### config.mk
export PLATFORM = sky130hd
export DESIGN_NAME = deal_scheduler
export DESIGN_NICKNAME = d
export VERILOG_FILES = /design/src/rtl/baccarat_pkg.sv /design/src/rtl/deal_timeout_counter.sv /design/src/rtl/deal_scheduler.sv
export SDC_FILE = /design/constraint.sdc
export NUM_CORES = 1
export LEC_CHECK = 0
export CORE_ASPECT_RATIO = 1.4
export CORE_MARGIN = 10
export CORE_UTILIZATION = 51
export DETAILED_ROUTE_END_ITERATION = 7
export PLACE_DENSITY = 0.86
export REMOVE_ABC_BUFFERS = 1
export SETUP_SLACK_MARGIN = 0.2
export SKIP_CTS_REPAIR_TIMING = 1
export SYNTH_ARGS = -nofsm -noshare
export SYNTH_HDL_FRONTEND = slang
export SYNTH_SLANG_ARGS = --single-unit
### constraint.sdc
create_clock -name slow_clock -period 2.17 [get_ports slow_clock]
set_input_delay 0.217 -clock slow_clock [delete_from_list [all_inputs] [get_ports slow_clock]]
set_output_delay 0.217 -clock slow_clock [all_outputs]
set_load 0.01 [all_outputs]
### src/rtl/baccarat_pkg.sv
// Shared types for the baccarat datapath: deal destinations and scheduler states.
package baccarat_pkg;

    localparam int unsigned DEST_NUM = 6;
    localparam int unsigned DEST_W   = 3;

    typedef enum logic [DEST_W-1:0] {
        DEST_P1 = 3'd0,
        DEST_P2 = 3'd1,
        DEST_P3 = 3'd2,
        DEST_D1 = 3'd3,
        DEST_D2 = 3'd4,
        DEST_D3 = 3'd5
    } dest_t;

    typedef enum logic [2:0] {
        ST_IDLE,
        ST_SHUFFLE,
        ST_READY,
        ST_FETCH,
        ST_LOAD
    } sched_state_t;

    function automatic logic dest_legal(input logic [DEST_W-1:0] d);
        return d <= DEST_D3;
    endfunction

endpackage

### src/rtl/deal_timeout_counter.sv
// Counts FETCH cycles without a card; flags the cycle in which the wait budget runs out.
module deal_timeout_counter #(
    parameter int unsigned TIMEOUT = 255
) (
    input  logic clk,
    input  logic rst,
    input  logic clear,
    input  logic enable,
    output logic expired_c
);

    localparam int unsigned CW = $clog2(TIMEOUT + 1);

    logic [CW-1:0] count_q;
    logic [CW-1:0] count_d;

    // Saturates at TIMEOUT so a stalled source can never wrap the count.
    always_comb begin
        count_d = count_q;
        if (clear) begin
            count_d = '0;
        end else if (enable && (count_q != CW'(TIMEOUT))) begin
            count_d = count_q + CW'(1);
        end
    end

    always_ff @(posedge clk or posedge rst) begin
        if (rst) begin
            count_q <= '0;
        end else begin
            count_q <= count_d;
        end
    end

    assign expired_c = enable && (count_q == CW'(TIMEOUT - 1));

endmodule

### src/rtl/deal_scheduler.sv
// Arbitrates the single card source among the six hand slots: fetches one card per
// deal command, pulses the matching load strobe and forces reshuffles at the cut level.
module deal_scheduler
    import baccarat_pkg::*;
#(
    parameter int unsigned SHOE_CARDS = 312,
    parameter int unsigned CUT_LEVEL  = 16,
    parameter int unsigned TIMEOUT    = 255,
    parameter int unsigned CNT_W      = 9
) (
    input  logic                slow_clock,
    input  logic                reset,
    input  logic                round_start,
    input  logic                deal_req,
    input  logic [DEST_W-1:0]   deal_dest,
    output logic                deal_ack,
    output logic                round_ready,
    output logic                card_req,
    input  logic                card_valid,
    input  logic [3:0]          card_in,
    output logic [3:0]          card_out,
    output logic [DEST_NUM-1:0] load_strobe,
    output logic                shuffle_req,
    input  logic                shuffle_done,
    output logic [CNT_W-1:0]    cards_left,
    output logic                err_dest,
    output logic                err_timeout
);

    sched_state_t          state_q, state_d;
    logic [DEST_W-1:0]     dest_q, dest_d;
    logic [3:0]            card_out_q, card_out_d;
    logic [CNT_W-1:0]      cards_left_q, cards_left_d;
    logic                  err_dest_q, err_dest_d;
    logic                  err_timeout_q, err_timeout_d;
    logic                  deal_ack_q, deal_ack_d;
    logic                  round_ready_q, round_ready_d;
    logic                  card_req_q, card_req_d;
    logic                  shuffle_req_q, shuffle_req_d;
    logic [DEST_NUM-1:0]   load_strobe_q, load_strobe_d;
    logic                  bad_dest_ack;
    logic                  below_cut;
    logic                  tmr_clear;
    logic                  tmr_en;
    logic                  tmr_expired;

    assign below_cut = cards_left_q < CNT_W'(CUT_LEVEL);

    deal_timeout_counter #(
        .TIMEOUT (TIMEOUT)
    ) u_timer (
        .clk       (slow_clock),
        .rst       (reset),
        .clear     (tmr_clear),
        .enable    (tmr_en),
        .expired_c (tmr_expired)
    );

    // Next state and datapath; outputs are decoded from the next state so they register with it.
    always_comb begin
        state_d       = state_q;
        dest_d        = dest_q;
        card_out_d    = card_out_q;
        cards_left_d  = cards_left_q;
        err_dest_d    = err_dest_q;
        err_timeout_d = err_timeout_q;
        bad_dest_ack  = 1'b0;
        tmr_clear     = 1'b0;
        tmr_en        = 1'b0;

        case (state_q)
            ST_IDLE: begin
                if (round_start) begin
                    state_d = below_cut ? ST_SHUFFLE : ST_READY;
                end
            end
            ST_SHUFFLE: begin
                if (shuffle_done) begin
                    cards_left_d = CNT_W'(SHOE_CARDS);
                    state_d      = ST_READY;
                end
            end
            ST_READY: begin
                // A request still high while our ack is visible is the one just served.
                if (round_start) begin
                    if (below_cut) begin
                        state_d = ST_SHUFFLE;
                    end
                end else if (deal_req && !deal_ack_q) begin
                    if (!dest_legal(deal_dest)) begin
                        err_dest_d   = 1'b1;
                        bad_dest_ack = 1'b1;
                    end else if (cards_left_q == '0) begin
                        state_d = ST_SHUFFLE;
                    end else begin
                        dest_d    = deal_dest;
                        tmr_clear = 1'b1;
                        state_d   = ST_FETCH;
                    end
                end
            end
            ST_FETCH: begin
                tmr_en = 1'b1;
                if (card_valid) begin
                    card_out_d = card_in;
                    if (cards_left_q != '0) begin
                        cards_left_d = cards_left_q - CNT_W'(1);
                    end
                    state_d = ST_LOAD;
                end else if (tmr_expired) begin
                    err_timeout_d = 1'b1;
                    state_d       = ST_IDLE;
                end
            end
            ST_LOAD: begin
                state_d = ST_READY;
            end
            default: begin
                state_d = ST_IDLE;
            end
        endcase

        round_ready_d = (state_d == ST_READY);
        card_req_d    = (state_d == ST_FETCH);
        shuffle_req_d = (state_d == ST_SHUFFLE);
        deal_ack_d    = bad_dest_ack || (state_d == ST_LOAD);
        load_strobe_d = (state_d == ST_LOAD) ? (DEST_NUM'(1) << dest_q) : '0;
    end

    always_ff @(posedge slow_clock or posedge reset) begin
        if (reset) begin
            state_q       <= ST_IDLE;
            dest_q        <= '0;
            card_out_q    <= '0;
            cards_left_q  <= '0;
            err_dest_q    <= 1'b0;
            err_timeout_q <= 1'b0;
            deal_ack_q    <= 1'b0;
            round_ready_q <= 1'b0;
            card_req_q    <= 1'b0;
            shuffle_req_q <= 1'b0;
            load_strobe_q <= '0;
        end else begin
            state_q       <= state_d;
            dest_q        <= dest_d;
            card_out_q    <= card_out_d;
            cards_left_q  <= cards_left_d;
            err_dest_q    <= err_dest_d;
            err_timeout_q <= err_timeout_d;
            deal_ack_q    <= deal_ack_d;
            round_ready_q <= round_ready_d;
            card_req_q    <= card_req_d;
            shuffle_req_q <= shuffle_req_d;
            load_strobe_q <= load_strobe_d;
        end
    end

    assign deal_ack    = deal_ack_q;
    assign round_ready = round_ready_q;
    assign card_req    = card_req_q;
    assign card_out    = card_out_q;
    assign load_strobe = load_strobe_q;
    assign shuffle_req = shuffle_req_q;
    assign cards_left  = cards_left_q;
    assign err_dest    = err_dest_q;
    assign err_timeout = err_timeout_q;

endmodule
# After elaboration in Yosys (flattened, before gate mapping)
# Index checks and enable logic that the tools add are counted.
[word_totals]
regBits = 39
in_bits = 13
elab_cells = 77
[classes]
reduce_logical = 15
eq_ne = 13
shifts = 1
n_bitwise = 4
mux = 28
addsub = 2
magnitude_cmp = 2
[ops]
columns = ["op", "n"]
rows = [
  ["$mux W9", 3],
  ["$mux W3", 8],
  ["$pmux W9 S2", 1],
  ["$mux W8", 2],
  ["$pmux W3 S5", 1],
  ["$eq A3 B2 Y1 const B", 4],
  ["$mux W1", 10],
  ["$logic_not A9 Y1", 1],
  ["$lt A9 B5 Y1 const B", 1],
  ["$reduce_bool A9 Y1", 1],
  ["$sub A9 B1 Y9 const B", 1],
  ["$add A8 B1 Y8 const B", 1],
  ["$eq A8 B8 Y1 const B", 1],
  ["$ne A8 B8 Y1 const B", 1],
  ["$reduce_and A4 Y1", 2],
  ["$eq A3 B1 Y1 const B", 2],
  ["$eq A3 B3 Y1 const B", 2],
  ["$mux W6", 1],
  ["$ne A2 B2 Y1 const B", 3],
  ["$shl A1 B3 Y6 const A", 1],
  ["$reduce_and A5 Y1", 1],
  ["$mux W2", 2],
  ["$not A1 Y1", 4],
  ["$reduce_bool A2 Y1", 2],
  ["other kinds (7)", 9],
]

# Logic depth before layout (Yosys ltp)
# Gate-level depths: netlist of run 1.
[logic_depth]
word_depth = 8
depth_mapped = 6
ltp_nobuf = 6

# Hierarchy
# A second synthesis of run 1 with hierarchy kept.
[unflattened]
cells_unflattened = 188
area_unflattened_um2 = 1896.8
[modules_own_cells]
columns = ["mod", "cells_each", "n_inst", "seq_area_each_um2", "area_each_um2"]
rows = [
  ["deal_scheduler", 138, 1, 775.7, 1453.9],
  ["deal_timeout_counter", 50, 1, 200.2, 442.9],
]

# Worst setup path before layout of run 1
# OpenSTA, ideal clock, no wires.
[synth_timing]
kind = "reg2reg"
from = "reg state_q[0]"
to = "reg dest_q[0]"
arrival_ns = 1.792
n_path_buf = 2
period_less_slack_ns = 1.920
path_stages_with_launch = 7
required_ns = 2.042
setup_slack_ns = 0.250
setup_time_ns = 0.128
path_cell_list = "dfrtp_1 > buf_2 > nor4b_2 > nand3_1 > a31oi_1 > buf_2 > mux2_1"
[synth_via]
elab_chain_len = 2
[synth_rtl]
columns = ["item", "line", "text"]
rows = [
  ["start: declaration", "deal_scheduler.sv:30", "sched_state_t state_q, state_d;"],
  ["start signal: assignment", "deal_scheduler.sv:144", "state_q <= state_d;"],
  ["$eq A3 B2 Y1", "deal_scheduler.sv:71", "case (state_q)"],
  ["$reduce_and A5 Y1 (no source line)", "n/a", ""],
  ["end signal: assignment", "deal_scheduler.sv:145", "dest_q <= dest_d;"],
  ["end: declaration", "deal_scheduler.sv:31", "logic [DEST_W-1:0] dest_q, dest_d;"],
]
# No other way between the ends.
# A chain may end at the register's enable or synchronous reset.

# Final worst setup path of run 1
[layout_timing]
from = "reg cards_left_q[4], in the netlist cards_left[4]"
to = "reg shuffle_req_q, in the netlist shuffle_req"
[layout_via]
elab_chain_len = 7
word_cells_on_any_way = 11
cone_classes = "1 x order compare; 1 x eq/ne; 8 x mux; 1 x reduce/logical"
[layout_rtl]
columns = ["item", "line", "text"]
rows = [
  ["start: declaration", "deal_scheduler.sv:33", "logic [CNT_W-1:0] cards_left_q, cards_left_d;"],
  ["start signal: assignment", "deal_scheduler.sv:147", "cards_left_q <= cards_left_d;"],
  ["parallel branches: the longest is 5 deep, another holds $lt A9 B5 Y1", "n/a", ""],
  ["$pmux W3 S5 (*)", "deal_scheduler.sv:71", ""],
  ["$eq A3 B1 Y1 (*)", "deal_scheduler.sv:125", "shuffle_req_d = (state_d == ST_SHUFFLE);"],
  ["net shuffle_req_d", "deal_scheduler.sv:39", "logic shuffle_req_q, shuffle_req_d;"],
  ["end signal: assignment", "deal_scheduler.sv:153", "shuffle_req_q <= shuffle_req_d;"],
  ["end: declaration", "deal_scheduler.sv:39", ""],
]
# Mark *: on every way through the listed nets, which the timed path passes.

==> impl_metrics.env, run 1 <==
export IMPL_avgSynthCellArea_um2=10.6
export IMPL_synth_edf_count=0
export IMPL_ys_warn_count=0
export IMPL_cts_buffers=5
export IMPL_clock_path_buffers=2
export IMPL_end_kind="register"
export IMPL_routed_top_layer="met4"
export IMPL_crit_reg2reg_capture="shuffle_req"
export IMPL_wirelength_um=4450
export IMPL_drtPass1Iterations=4
export IMPL_relSlewSlack_pct=67.5
export IMPL_route_met3_wl_um=335
export IMPL_p_leak_uw=0.00107
export IMPL_worstPathCellList="or4_4 > or4_4 > a32oi_4 > and3_1"
export IMPL_required_ns=2.40
export IMPL_fmax_mhz=496
export IMPL_syn2layout_area_growth_pct=32.7
export IMPL_dp_hpwl_um=3170
export IMPL_r2r_setup_slack_ns=0.16
export IMPL_path_class="register to register"
export IMPL_rsz0062_at_grt="true"
export IMPL_grt_pass1_wl_um=7340
export IMPL_final_nets=244
export IMPL_start_util_pct=52.5
export IMPL_path_max_fanout=6
export IMPL_max_stage_delay_ns=0.60
export IMPL_r2r_cells=4
export IMPL_clkLatencyLatePin_ns=0.29
export IMPL_gp_congestion=0.845
export IMPL_clk_pin_slew_ns=0.07
export IMPL_detail_route_antenna_nets=0
export IMPL_yosysTopAreaCellShare_pct=51.0
export IMPL_io_pin_count=38
export IMPL_tightest_slew_ns=0.475
export IMPL_fp_dieArea_um2=6630
export IMPL_via_per_inst=5.86
export IMPL_ir_worst_vdd_v=0.000803
export IMPL_wl_per_cell_um=16.5
export IMPL_cp_common_cell="or4_4"
export IMPL_seq_area_um2=978
export IMPL_h_tree_depth=2
export IMPL_synthDistinctLibCells=49
export IMPL_mostFrequentLayoutCells="dfrtp_1 (37), clkdlybuf4s50_1 (37), nand2_1 (16), nor2_1 (14), inv_1 (10)"
export IMPL_power_density_nw_per_um2=1260
export IMPL_rows=26
export IMPL_multiInputGateArea_um2=907
export IMPL_drc_errors=0
export IMPL_first_global_vias=1585
export IMPL_drive_gt1_share_pct=17.5
export IMPL_fin_skew_ns=0.00573
export IMPL_die_x_um=71.7
export IMPL_finalCriticalPeriod_ns=2.01
export IMPL_antenna_found_initial=0
export IMPL_synth_top_area_cell="dfrtp_1"
export IMPL_p_total_uw=3210
export IMPL_async_flop_share_pct=100
export IMPL_fillers=253
export IMPL_synth_area_top_cells="dfrtp_1 (51%), mux2_2 (5.3%), nand2_1 (3.1%), nor2_1 (2.7%), ha_1 (2.6%)"
export IMPL_finalHoldViolations=0
export IMPL_syn_inst=180
export IMPL_cap_violations=0
export IMPL_die_y_um=92.4
export IMPL_met2_length_um=2220
export IMPL_cts_tree="built"
export IMPL_cts_root_buffer="clkbuf_8"
export IMPL_critPathLaunchType="register"
export IMPL_yosysSeqAreaShare_pct=51.0
export IMPL_timing_final_crit_share_pct=92.8
export IMPL_finalMaxSlewViolations=0
export IMPL_setup_viol=0
export IMPL_diodes=0
export IMPL_cts_sinks=39
export IMPL_grt_overflow_total=0
export IMPL_crit_reg2reg_launch="cards_left[4]"
export IMPL_ys_seq_elements=39
export IMPL_grt_max_degree=40
export IMPL_min_path_type="input port to async pin"
export IMPL_drt_initial_drc_count=170
export IMPL_port_buffers=37
export IMPL_wl_met1_um=1760
export IMPL_track_usage_pct=13.5
export IMPL_outcome="complete, no violations"
export IMPL_ys_flop_type="dfrtp_1"
export IMPL_vias=1581
export IMPL_arrival_ns=2.25
export IMPL_core_area_um2=3640
export IMPL_synth_area_um2=1910
export IMPL_setup_tns_ns=0
export IMPL_slowest_stage="or4_4"
## logic make-up (layout without fill, tap and decap cells)
| logic type | after synthesis | count (layout) | share of synthesized area [%] |
|---|---|---|---|
| adders and majority gates | 4 | 4 | 2.62 |
| muxes | 12 | 12 | 6.94 |
| DFF | 39 | 39 | 51.0 |
| and+or+nand+nor | 81 | 81 | 24.8 |
| buffers and inverters | 15 | 63 | 3.34 |
| xor gates and xnor gates | 1 | 1 | 0.458 |
| AOI/OAI and AO/OA | 28 | 28 | 10.8 |
## per-stage QoR
| step | worst slack, ns | util [%] | hold slack [ns] | instance area, um^2 | instances |
|---|---|---|---|---|---|
| after CTS | 0.185 | 67.8 | 0.355 | 2470 | 268 |
| after detailed placement | 0.122 | 64.6 | 0.459 | 2350 | 260 |
| final | 0.155 | 69.6 | 0.339 | 2540 | 270 |
| after global routing | 0.117 | 69.6 | 0.386 | 2540 | 270 |
| after floorplan | 0.106 | - | 0.352 | 1890 | 175 |
| after global placement | 0.174 | 64.6 | 0.452 | 2350 | 260 |
## area by class of cell
cell class                      instances  area share (%)
Clock inverter                          2            1.38
Inverter                               10            1.48
Multi-Input combinational cell        126            35.8
Clock buffer                            6            3.26
Sequential cell                        39            38.6
Tap cell                               42            2.07
Timing Repair Buffer                   45            17.5
## worst max-delay path by stage
stage,startpoint,to,slack [ns],cells after the start
detailed placement,round_start,dest_q[1],0.12,5
global placement,shuffle_done,cards_left[8],0.17,5
finish,cards_left[4],shuffle_req,0.16,4
floorplan,state_q[0],dest_q[1],0.11,4
CTS,cards_left[4],shuffle_req,0.18,4
global route,cards_left[4],round_ready,0.12,4
## routing by layer
layer | global-route usage, % | vias up
li1 | - | 753
met1 | 14.4 | 768
met2 | 22.4 | 49
met3 | 5.34 | 11
met4 | 6.63 | 0
met5 | 0 | -
## power breakdown
| part | switching, uW | internal [uW] | total [uW] |
|---|---|---|---|
| Clock | 249 | 372 | 620 |
| Combinational | 619 | 709 | 1330 |
| Sequential | 286 | 973 | 1260 |
## registers in the layout, summed over array words and instances, names as in the netlist
register and count:
u_timer.count_q 8, state_q 3, err_timeout 1, dest_q 3, cards_left 9, shuffle_req 1
card_req 1, load_strobe 6, deal_ack 1, card_out 4, round_ready 1, err_dest 1
## synthesized netlist by cell type (all sizes together), types with 4 or more instances
library cell	n
nor2	14
dfrtp	39
a21oi	6
nand2	16
inv	10
or4	5
mux2	10
nand2b	5
nor3	9
ha	4
o21ai	4
nand4	5
buf	4
nand3	8
## critical path, delay by kind of cell, from the launching register on
kind / cells / cell delay, ns
AOI/OAI and AO/OA: 1 / 0.23
DFF: 1 / 0.45
and+or+nand+nor: 3 / 1.28
(Power assumes the default switching activity.)
==> run 2: changes to the inputs <==
Settings changed: CELL_PAD_IN_SITES_DETAIL_PLACEMENT from default to 1, CELL_PAD_IN_SITES_GLOBAL_PLACEMENT from default to 2, CORE_UTILIZATION 51 to 32, PLACE_DENSITY 0.86 to 0.85.
Clock period 2.17 ns to 2.1 ns, I/O delays scaled along.
==> run 2 against run 1 <==
Against the previous run: clock-buffer cell count fell by 1; clock skew fell by 0.0018 ns; sequential power rose by 3%; core utilization fell by 24 points; register-to-register slack got worse by 0.03 ns; flip-flop and latch count did not move; global-route usage fell by 2.3 points; critical endpoint unchanged; largest power group unchanged; highest routed layer unchanged.
==> impl_metrics.env, run 2 (same netlist as run 1, synthesis figures left out) <==
export IMPL_outcome="complete, no violations"
export IMPL_power_frac_clock_pct=15.5
export IMPL_fin_skew_ns=0.00395
export IMPL_mostFrequentLayoutCells="dfrtp_1 (37), clkdlybuf4s50_1 (37), buf_4 (19), nand2_1 (16), nor2_1 (14)"
export IMPL_rows=33
export IMPL_cts_tree="built"
export IMPL_p_leak_uw=0.00110
export IMPL_finalMaxSlewViolations=0
export IMPL_seq_area_um2=978
export IMPL_track_usage_pct=11.2
export IMPL_min_path_type="input port to async pin"
export IMPL_design_area_um2=2630
export IMPL_multiInputGateArea_um2=917
export IMPL_drtPass1Iterations=4
export IMPL_cts_root_buffer="clkbuf_8"
export IMPL_grt_pass1_wl_um=8750
export IMPL_timing_final_crit_share_pct=93.8
export IMPL_port_buffers=37
export IMPL_detail_route_antenna_nets=0
export IMPL_fp_dieArea_um2=9510
export IMPL_wirelength_um=5510
export IMPL_final_cell_count_no_fill=310
export IMPL_pwr_share_seq_pct=38.9
export IMPL_path_class="register to register"
export IMPL_gp_congestion=0.803
export IMPL_grt_max_degree=40
export IMPL_vias=1634
export IMPL_routed_top_layer="met4"
export IMPL_clock_path_buffers=2
export IMPL_dp_hpwl_um=3940
export IMPL_arrival_ns=2.21
export IMPL_clkLatencyLatePin_ns=0.30
export IMPL_route_met3_wl_um=287
export IMPL_path_max_fanout=4
export IMPL_h_tree_depth=2
export IMPL_finalHoldViolations=0
export IMPL_io_pin_count=38
export IMPL_rsz0062_at_grt="true"
export IMPL_cap_violations=0
export IMPL_setup_viol=0
export IMPL_switching_share_pct=38.2
export IMPL_die_y_um=111
export IMPL_drive_gt1_share_pct=22.9
export IMPL_relSlewSlack_pct=65.9
export IMPL_syn2layout_area_growth_pct=37.8
export IMPL_cts_sinks=39
export IMPL_die_x_um=85.3
export IMPL_first_global_vias=1781
export IMPL_pwr_share_comb_pct=45.6
export IMPL_ir_worst_vdd_v=0.000513
export IMPL_fillers=656
export IMPL_dp_cells=293
export IMPL_met2_length_um=3020
export IMPL_p_int_uw=2070
export IMPL_clk_pin_slew_ns=0.08
export IMPL_cts_buffers=5
export IMPL_core_area_um2=5820
export IMPL_place_area_um2=2430
export IMPL_grt_overflow_total=0
export IMPL_via_per_inst=5.27
export IMPL_start_util_pct=32.8
export IMPL_tightest_slew_ns=0.511
export IMPL_wl_per_cell_um=17.8
export IMPL_wl_met1_um=2140
export IMPL_hold_slack_ns=0.333
export IMPL_p_total_uw=3350
export IMPL_diodes=0
export IMPL_drt_initial_drc_count=47
export IMPL_required_ns=2.34
export IMPL_final_nets=256
export IMPL_fmax_mhz=507
export IMPL_power_density_nw_per_um2=1270
export IMPL_end_kind="register"
export IMPL_finalCriticalPeriod_ns=1.97
export IMPL_drc_errors=0
export IMPL_setup_tns_ns=0
export IMPL_largest_reg_flops=9
export IMPL_critPathLaunchType="register"
export IMPL_antenna_found_initial=0
export IMPL_p_sw_uw=1280
==> run 2: layout make-up <==
type | count | share of cell area, %
Clock buffer | 5 | 2.61
Inverter | 10 | 1.43
Sequential cell | 39 | 37.1
Multi-Input combinational cell | 126 | 34.8
Tap cell | 70 | 3.33
Timing Repair Buffer | 57 | 19.9
Clock inverter | 3 | 0.760
==> run 2: path summary, 6_finish.rpt <==
kind                               start            end  slack (ns)  depth (start not counted)
min in group slow_clock         err_dest       err_dest        0.49                          1
max in group asynchronous          reset     state_q[1]        1.39                          3
min reg2reg                     err_dest       err_dest        0.49                          1
min                                reset  cards_left[5]        0.33                          3
max reg2reg                cards_left[5]    shuffle_req        0.13                          4
max                        cards_left[5]    shuffle_req        0.13                          4
==> run 2: power by group through the flow <==
stage	registers (uW)	logic, uW	clock network, uW
floorplan	1310	674	0
global placement	1300	1310	0
detailed placement	1320	1350	0
CTS	1300	1350	534
global route	1350	1670	563
finish	1300	1530	518
==> run 2: critical path, stage by stage, from the launching register on <==
cell and delay, ns:
dfrtp_1 0.43, or4_4 0.55, or4_4 0.47, a32oi_4 0.28
and3_1 0.19
==> run 2: metal layers <==
metal / up-vias / track usage [%]
met5: - / 0
met4: 0 / 4.63
met3: 5 / 4.01
met2: 30 / 19.7
met1: 824 / 11.6
li1: 775 / -
==> run 2: through the flow <==
step,utilization [%],setup WS [ns]
6_report,45.2,0.129
5_1_grt,45.2,0.0858
4_1_cts,43.2,0.0891
3_5_place_dp,41.7,0.0309
3_3_place_gp,41.7,0.0937
2_1_floorplan,-,0.0364
